--- src/rtl/fetch_pkg.sv ---
// Shared constants and the fetch-queue entry type for the instruction fetch path.
// Optional feature macro: FETCH_MISALIGN_CHECK_EN adds a per-entry fault bit.
package fetch_pkg;
  localparam int INSTR_W    = 32;
  localparam int PC_STEP    = 4;
  // Widest supported PC; narrower PC_W configurations use the low bits.
  localparam int ENTRY_PC_W = 64;

  typedef struct packed {
    logic [INSTR_W-1:0]    instr;
    logic [ENTRY_PC_W-1:0] pc;
`ifdef FETCH_MISALIGN_CHECK_EN
    logic                  fault;
`endif
  } fetch_entry_t;
endpackage

--- src/rtl/fetch_fifo.sv ---
// Circular queue of fetch entries with single-cycle flush and a
// zero-latency head read. DEPTH must be a power of two.
module fetch_fifo
  import fetch_pkg::*;
#(
  parameter int DEPTH = 4
) (
  input  logic                       clk,
  input  logic                       reset,
  input  logic                       push,
  input  fetch_entry_t               push_data,
  input  logic                       pop,
  input  logic                       flush,
  output fetch_entry_t               head,
  output logic [$clog2(DEPTH):0]     count
);
  localparam int PTR_W = $clog2(DEPTH);

  fetch_entry_t     mem [DEPTH];
  logic [PTR_W-1:0] wr_ptr;
  logic [PTR_W-1:0] rd_ptr;
  logic             do_push;
  logic             do_pop;

  // Flush wins over both push and pop; pop on an empty queue is ignored.
  always_comb begin
    do_push = push && !flush;
    do_pop  = pop && (count != '0) && !flush;
  end

  // Entry storage has no reset: occupancy is tracked by the pointers.
  always_ff @(posedge clk) begin
    if (do_push) mem[wr_ptr] <= push_data;
  end

  // Pointers and occupancy; pointer wrap is free because DEPTH is a power of two.
  always_ff @(posedge clk or posedge reset) begin
    if (reset) begin
      wr_ptr <= '0;
      rd_ptr <= '0;
      count  <= '0;
    end else if (flush) begin
      wr_ptr <= '0;
      rd_ptr <= '0;
      count  <= '0;
    end else begin
      if (do_push) wr_ptr <= wr_ptr + PTR_W'(1);
      if (do_pop)  rd_ptr <= rd_ptr + PTR_W'(1);
      if (do_push && !do_pop)      count <= count + (PTR_W+1)'(1);
      else if (do_pop && !do_push) count <= count - (PTR_W+1)'(1);
    end
  end

  assign head = mem[rd_ptr];
endmodule

--- src/rtl/instr_fetch_queue.sv ---
// Instruction fetch front end: issues one memory read per cycle while a
// queue slot is reserved, queues the responses, and handles redirects.
// Optional feature macro: FETCH_MISALIGN_CHECK_EN (misaligned-target fault tag).
module instr_fetch_queue
  import fetch_pkg::*;
#(
  parameter int DEPTH = 4,
  parameter int PC_W  = 64
) (
  input  logic                   clk,
  input  logic                   reset,
  input  logic [PC_W-1:0]        PC_Out,
  output logic [PC_W-1:0]        PC_In,
  input  logic                   redirect,
  input  logic [PC_W-1:0]        redirect_target,
  output logic                   imem_rd_en,
  output logic [PC_W-1:0]        imem_addr,
  input  logic [INSTR_W-1:0]     imem_rdata,
  output logic                   out_valid,
  input  logic                   out_ready,
  output logic [INSTR_W-1:0]     out_instr,
  output logic [PC_W-1:0]        out_pc,
`ifdef FETCH_MISALIGN_CHECK_EN
  output logic                   out_fault,
`endif
  output logic [$clog2(DEPTH):0] count
);
  logic            issue;
  logic            inflight;
  logic [PC_W-1:0] inflight_pc;
  logic [PC_W-1:0] redirect_pc;
  logic            push;
  fetch_entry_t    push_entry;
  fetch_entry_t    head;

  // Issue only when the queue has room for every response already owed.
  always_comb begin
    issue = !reset && !redirect && ((int'(count) + int'(inflight)) < DEPTH);
`ifdef FETCH_MISALIGN_CHECK_EN
    redirect_pc = redirect_target;
`else
    redirect_pc = {redirect_target[PC_W-1:2], 2'b00};
`endif
    if (reset)         PC_In = PC_Out;
    else if (redirect) PC_In = redirect_pc;
    else if (issue)    PC_In = PC_Out + PC_W'(PC_STEP);
    else               PC_In = PC_Out;
  end

  assign imem_rd_en = issue;
  assign imem_addr  = PC_Out;

  // Track the single outstanding read and the PC it was issued for.
  always_ff @(posedge clk or posedge reset) begin
    if (reset) begin
      inflight    <= 1'b0;
      inflight_pc <= '0;
    end else begin
      inflight <= issue;
      if (issue) inflight_pc <= PC_Out;
    end
  end

`ifdef FETCH_MISALIGN_CHECK_EN
  logic fault_pending;
  logic inflight_fault;

  // Remember a misaligned redirect until its first fetch is issued.
  always_ff @(posedge clk or posedge reset) begin
    if (reset) begin
      fault_pending  <= 1'b0;
      inflight_fault <= 1'b0;
    end else begin
      if (redirect)   fault_pending <= |redirect_target[1:0];
      else if (issue) fault_pending <= 1'b0;
      if (issue)      inflight_fault <= fault_pending;
    end
  end
`endif

  // A response arriving alongside a redirect belongs to the old path: drop it.
  always_comb begin
    push             = inflight && !redirect;
    push_entry       = '0;
    push_entry.instr = imem_rdata;
    push_entry.pc    = ENTRY_PC_W'(inflight_pc);
`ifdef FETCH_MISALIGN_CHECK_EN
    push_entry.fault = inflight_fault;
`endif
  end

  fetch_fifo #(.DEPTH(DEPTH)) u_fifo (
    .clk       (clk),
    .reset     (reset),
    .push      (push),
    .push_data (push_entry),
    .pop       (out_ready),
    .flush     (redirect),
    .head      (head),
    .count     (count)
  );

  assign out_valid = (count != '0);
  assign out_instr = head.instr;
  assign out_pc    = head.pc[PC_W-1:0];
`ifdef FETCH_MISALIGN_CHECK_EN
  assign out_fault = head.fault;
`endif
endmodule
--- config.mk ---
export PLATFORM = sky130hd
export DESIGN_NAME = instr_fetch_queue
export DESIGN_NICKNAME = d
export VERILOG_FILES = /design/src/rtl/fetch_pkg.sv /design/src/rtl/fetch_fifo.sv /design/src/rtl/instr_fetch_queue.sv
export SDC_FILE = /design/constraint.sdc
export NUM_CORES = 1
export LEC_CHECK = 0
export CELL_PAD_IN_SITES_DETAIL_PLACEMENT = 0
export CELL_PAD_IN_SITES_GLOBAL_PLACEMENT = 1
export CORE_ASPECT_RATIO = 1.5
export CORE_MARGIN = 2
export CORE_UTILIZATION = 46
export CTS_CLUSTER_SIZE = 14
export DETAILED_ROUTE_END_ITERATION = 8
export GPL_ROUTABILITY_DRIVEN = 1
export PLACE_DENSITY_LB_ADDON = 0.1
export SETUP_SLACK_MARGIN = 0.02
export SYNTH_ARGS = -nofsm -noshare
export SYNTH_HDL_FRONTEND = slang
export SYNTH_SLANG_ARGS = --single-unit
--- constraint.sdc ---
create_clock -name clk -period 10.5 [get_ports clk]
set_input_delay 2.1 -clock clk [delete_from_list [all_inputs] [get_ports clk]]
set_output_delay 2.1 -clock clk [all_outputs]
set_load 0.03 [all_outputs]
==> results of run 1 <==
-- layout by cell type (no fill, tap or decap), types with 9 or more instances in the layout --
cell and instances:
nand3_1 23, nor4_1 11, dfrtp_1 70, o22ai_1 26
clkbuf_16 44, inv_1 10, o21ai_0 19, nand4_1 17
nand2_1 223, a211oi_1 9, nor3_1 29, nor2_1 60
a21oi_1 33, edfxtp_1 384, mux4_2 96, clkbuf_1 15
buf_4 17, clkdlybuf4s50_1 388
-- where the power goes --
| group | leakage (nW) | switching [mW] | internal (mW) |
|---|---|---|---|
| clock | 0.664 | 0.644 | 0.871 |
| sequential | 4.38 | 0.148 | 2.21 |
| combinational | 3.41 | 0.861 | 0.680 |
-- worst max-delay path, cell delays in order --
cell             delay (ns)
clkdlybuf4s50_1        0.67
nand4_1                0.24
nor3_1                 0.89
nand4b_1               0.18
buf_4                  0.26
nor3_1                 0.80
nor3_1                 0.08
a211oi_1               0.25
clkdlybuf4s50_1        0.73
-- per-stage QoR --
step	worst slack (ns)	cells	cell area, µm²	hold WS [ns]	utilization (%)
2_1_floorplan	3.11	1300	19600	0.476	-
3_3_place_gp	2.29	2136	23600	0.483	56.1
3_5_place_dp	2.24	2136	23600	0.501	56.1
4_1_cts	2.22	2217	25000	0.507	59.4
5_1_grt	2.08	2218	25000	0.512	59.4
6_report	2.19	2219	25000	0.504	59.4
-- layout make-up --
type | instances | area share [%]
Antenna cell | 2 | 0.0200
Clock buffer | 65 | 4.97
Clock inverter | 16 | 0.616
Inverter | 13 | 0.215
Multi-Input combinational cell | 696 | 21.8
Sequential cell | 456 | 53.4
Tap cell | 564 | 2.83
Timing Repair Buffer | 407 | 16.1
-- per-layer routing --
layer | wire length, µm | vias up | track usage (%) | part of all wire, %
met5 | 34 | - | 0 | 0.063
met4 | 2190 | 6 | 9.41 | 4.0
met3 | 3990 | 113 | 5.23 | 7.4
met2 | 27100 | 526 | 41.2 | 50
met1 | 20800 | 6376 | 30.4 | 38
li1 | - | 5598 | - | -
-- registers in the layout, summed over array words and instances, names as in the netlist --
name and cells:
inflight 1, inflight_pc 64, u_fifo.count 3, u_fifo.mem 384, u_fifo.rd_ptr 2, u_fifo.wr_ptr 2
-- final timing paths --
path,endpoint,depth (start not counted)
setup / recovery,PC_In[59],9
hold / removal,u_fifo.mem[0][15]$_DFFE_PP_,0
setup reg to reg,inflight_pc[22]$_DFFE_PP0N_,6
hold reg to reg,u_fifo.mem[0][15]$_DFFE_PP_,0
max in group asynchronous,u_fifo.rd_ptr[1]$_DFFE_PP0P_,3
min in group asynchronous,inflight_pc[34]$_DFFE_PP0N_,2
-- cell families after synthesis --
| group | Yosys count | synth area share, % |
|---|---|---|
| compound gates | 151 | 5.30 |
| xor+xnor | 12 | 0.537 |
| fa+ha+maj | 6 | 0.422 |
| buf+inv | 148 | 4.14 |
| flops | 456 | 68.1 |
| mux | 102 | 11.4 |
| simple gates | 425 | 10.1 |
==> results by group, run 1 <==
Finish
  – Area Growth Syn to Fin: 27.6%
  – Nets: 1788
  – Register area: 0.0133 mm²
  – Multi-input gate area: 0.00545 mm²
  – # fillers: 3343
  – Layout cells sized above 1: 12.6%

Hold path
  – Worst hold start: inflight_pc[15]$_DFFE_PP0N_
  – Hold WC Path Type: reg2reg

Floorplanning
  – Initial core utilization: 46.6%
  – Die Footprint: 0.0442 mm²
  – Chip Height: 257 µm
  – Core ar.: 0.0420 mm²
  – # IOs: 393
  – Rows: 92
  – Die Span X: 172 µm

Job
  – Max Cap Viol: 0

Global routing
  – GR Util All Layers: 24.3%
  – Vias in the first global route: 12700
  – Initial antenna violation count: 5
  – First-pass GRT wire length: 79200 µm
  – Maximum number of pins on one net before global-route repair: 73
  – GRT overflow: 0

Logic synthesis
  – Synth unique cells: 66
  – Register area share after synthesis: 68.1%
  – Yosys warning count: 0
  – Top_reg_cell synth: edfxtp_1
  – Net count after synthesis: 1470
  – Mapped Avg Cell Area: 15.1 µm²
  – Commonest cells in the netlist: 384 x edfxtp_1, 225 x nand2_1, 96 x mux4_2
  – Synth area leaders: edfxtp_1 59%, mux4_2 11%, dfrtp_1 9.2%
  – Post-synth ARST share: 15.8%
  – Yosys top cell area share: 58.9%
  – Flops & latches, synth: 456
  – Cell count after synthesis: 1300
  – Most numerous cell in the Yosys netlist: edfxtp_1
  – Syn Std Cell Area: 0.0196 mm²
  – EDFF count, synth: 384
  – Leading area contributor after synthesis: edfxtp_1

Clock network
  – Clock Tree Buf Depth: 3
  – Hold buffer count at cts: 0
  – CTS H-tree lvls: 2
  – CTS buffer count: 44
  – CTS tree: done
  – Clock-pin slew on the worst setup and hold paths: 0.06 ns
  – Post-CTS Setup Bufs: 0
  – Root Buffer: clkbuf_16
  – Worst-skew pair later-pin latency: 0.54 ns
  – Post-cts sizing count: 0
  – Clock sinks: 456

Setup path
  – Worst setup path startpoint: PC_Out[20]
  – Kind of critical path: in2out
  – Crit path max fanout: 13
  – Reg2Reg Launch Point: inflight$_DFF_PP0_
  – Worst path required time: 8.40 ns
  – Arr. time, crit path: 6.21 ns
  – Startpoint types: primary input
  – Crit. End Element: output port
  – Flop2flop setup slack: 7.28 ns

Timing
  – Slew Limit Headroom: 26.4%
  – Fmax: 0.120 GHz
  – Layout Skew: 0.0221 ns
  – Post-layout minimum cycle time: 8.31 ns
  – RSZ-0062 raised after global routing: false
  – Final setup viols: 0
  – Tcrit/Tclk final: 79.1%
  – Worst Tran Pin Value: 1.10 ns
  – Setup TNS: 0 ns
  – Hold Fails Final Rpt: 0
  – Slew Limit Fails: 0

Place
  – Gp weighted congestion: 0.805
  – Post-DP HPWL: 34700 µm
  – Buffers on Ports: 390

Drt
  – DR pass1 iterations: 5
  – Routed WL: 54200 µm
  – ANT nets after route: 0
  – DRT iter0 DRCs: 864
  – Routed length per instance: 24.4 µm
  – Vias: 12600
  – Post-route DRC: 0
  – Drt via density: 5.69

Run status
  – Status: completed

Power and ir drop
  – Final Power: 5.41 mW
  – Cell area power density: 217 mW/mm²
  – Leakage: 8.46 nW
  – VDD IR max: 0.146 mV
(Power assumes the default switching activity.)
==> run 2: changes to the inputs <==
--- a/config.mk
+++ b/config.mk
@@ -9,7 +9,7 @@
 export CELL_PAD_IN_SITES_GLOBAL_PLACEMENT = 1
 export CORE_ASPECT_RATIO = 1.5
 export CORE_MARGIN = 2
-export CORE_UTILIZATION = 46
+export CORE_UTILIZATION = 43
 export CTS_CLUSTER_SIZE = 14
 export DETAILED_ROUTE_END_ITERATION = 8
 export GPL_ROUTABILITY_DRIVEN = 1
==> constraint.sdc (replaced) <==
create_clock -name clk -period 8.55 [get_ports clk]
set_input_delay 1.71 -clock clk [delete_from_list [all_inputs] [get_ports clk]]
set_output_delay 1.71 -clock clk [all_outputs]
set_load 0.03 [all_outputs]
==> results by group, run 2 (synthesis results as in run 1) <==
Hold path
  – Worst hold start: inflight_pc[2]$_DFFE_PP0N_
  – Worst Hold Depth: 0
  – Hold WC Path Type: reg2reg

Timing
  – Final setup viols: 0
  – Slew Limit Headroom: 34.3%
  – Tcrit/Tclk final: 84.1%
  – Layout Skew: 0.0114 ns
  – Setup TNS: 0 ns
  – Fmax: 0.139 GHz
  – RSZ-0062 raised after global routing: false
  – Worst Tran Pin Value: 0.986 ns
  – Slew Limit Fails: 0
  – Hold Fails Final Rpt: 0
  – Post-layout minimum cycle time: 7.19 ns

Clock network
  – Hold buffer count at cts: 0
  – Post-cts sizing count: 0
  – Root Buffer: clkbuf_16
  – Clock sinks: 456
  – Clock-pin slew on the worst setup and hold paths: 0.07 ns
  – Post-CTS Setup Bufs: 0
  – CTS H-tree lvls: 2
  – Worst-skew pair later-pin latency: 0.55 ns
  – CTS buffer count: 43
  – Clock Tree Buf Depth: 3
  – CTS tree: done

Finish
  – Max FFs per register: 384
  – Layout cells sized above 1: 13.0%
  – Nets: 1798
  – Multi-input gate area: 0.00545 mm²
  – Final non-filler cell total: 2245
  – Largest Register: u_fifo.mem
  – Largest registers: u_fifo.mem (384), inflight_pc (64), u_fifo.count (3)
  – Most common cell after layout, fill and taps aside: clkdlybuf4s50_1
  – Register area: 0.0133 mm²
  – Most frequent cells in the layout: 388 x clkdlybuf4s50_1, 384 x edfxtp_1, 223 x nand2_1
  – Number of antenna cells inserted: 0
  – # fillers: 3690
  – Area Growth Syn to Fin: 28.1%

Global routing
  – Maximum number of pins on one net before global-route repair: 73
  – GR Util All Layers: 23.6%
  – Initial antenna violation count: 0
  – Vias in the first global route: 13000
  – First-pass GRT wire length: 82000 µm
  – GRT overflow: 0

Power and ir drop
  – Internal cell power: 4.62 mW
  – Net switching power: 2.05 mW
  – Power share of the clock group: 28.1%
  – Seq pwr share: 43.7%
  – Switch share: 30.7%
  – Cell area power density: 266 mW/mm²
  – Leakage: 8.52 nW
  – VDD IR max: 0.179 mV
  – Final Power: 6.67 mW
  – Combinational share of power: 28.2%

Drt
  – Vias: 12600
  – DRT iter0 DRCs: 617
  – Routed WL: 56100 µm
  – Post-route DRC: 0
  – DR pass1 iterations: 5
  – Routed length per instance: 25.0 µm
  – ANT nets after route: 0
  – Drt via density: 5.60

Place
  – Post-DP HPWL: 36400 µm
  – Gp weighted congestion: 0.835
  – Buffers on Ports: 390
  – Placed cells: 2165

Floorplanning
  – Die Span X: 178 µm
  – Chip Height: 265 µm
  – # IOs: 393
  – Die Footprint: 0.0473 mm²
  – Core ar.: 0.0449 mm²
  – Initial core utilization: 43.6%
  – Rows: 95

Setup path
  – Kind of critical path: in2out
  – Startpoint types: primary input
  – Worst R2R Path Depth: 3
  – Crit. End Element: output port
  – Arr. time, crit path: 5.48 ns
  – Worst setup path startpoint: PC_Out[11]
  – Reg2Reg Launch Point: inflight$_DFF_PP0_
  – Worst path required time: 6.84 ns
  – Crit path max fanout: 20

Run status
  – Status: completed

Job
  – Max Cap Viol: 0
[run 2: changes by cell type in the layout (fill, tap and decap cells not counted), sizes merged]
cell,previous run,this run
clkinvlp,5,2
diode,2,0
buf,19,30
clkbuf,65,62
clkinv,8,12
bufinv,2,3
[run 2: final timing paths]
check	to	slack (ns)
min	u_fifo.mem[1][2]$_DFFE_PP_	0.50
max	PC_In[52]	1.36
max reg2reg	u_fifo.mem[2][37]$_DFFE_PP_	5.74
min in group asynchronous	inflight_pc[27]$_DFFE_PP0N_	1.43
min reg2reg	u_fifo.mem[1][2]$_DFFE_PP_	0.50
max in group asynchronous	inflight_pc[49]$_DFFE_PP0N_	5.98
[run 2: area by class of cell]
class,instances,share of cell area [%]
flip-flops and latches,456,53.2
multi-input cells,696,21.7
repair buffers,418,16.4
clock buffers,62,4.78
well taps,582,2.91
clock inverters,18,0.714
inverters,13,0.215
[run 2: metal layers]
metal / wire (µm) / up-vias / track usage, %
met5: 0 / - / 0
met4: 1310 / 0 / 6.46
met3: 4100 / 83 / 5.27
met2: 29500 / 467 / 42.7
met1: 21200 / 6411 / 28.2
li1: - / 5618 / -
[run 2: per-stage QoR]
| step | utilization [%] | setup WS, ns | hold slack, ns | instance area (µm²) |
|---|---|---|---|---|
| final | 55.8 | 1.36 | 0.505 | 25100 |
| after global routing | 55.8 | 1.24 | 0.528 | 25100 |
| after CTS | 55.8 | 1.31 | 0.513 | 25100 |
| after detailed placement | 52.7 | 1.33 | 0.501 | 23700 |
| after global placement | 52.7 | 1.36 | 0.485 | 23700 |
| after floorplan | - | 1.94 | 0.476 | 19600 |
[run 2: power groups by stage]
stage | sequential, mW | combinational, mW | clock, mW
CTS | 2.92 | 1.92 | 1.91
finish | 2.91 | 1.88 | 1.87
global route | 2.95 | 1.99 | 1.98
detailed placement | 2.97 | 1.91 | 0
global placement | 2.94 | 1.90 | 0
floorplan | 2.87 | 1.21 | 0
[run 2: critical path, cell delays in order]
cell and delay [ns]:
clkdlybuf4s50_1 0.68, nand4_1 0.34, or4_4 0.64, or4_4 0.61, nor4_4 0.33, a211oi_1 0.12, nor3_2 0.29, clkdlybuf4s50_1 0.72
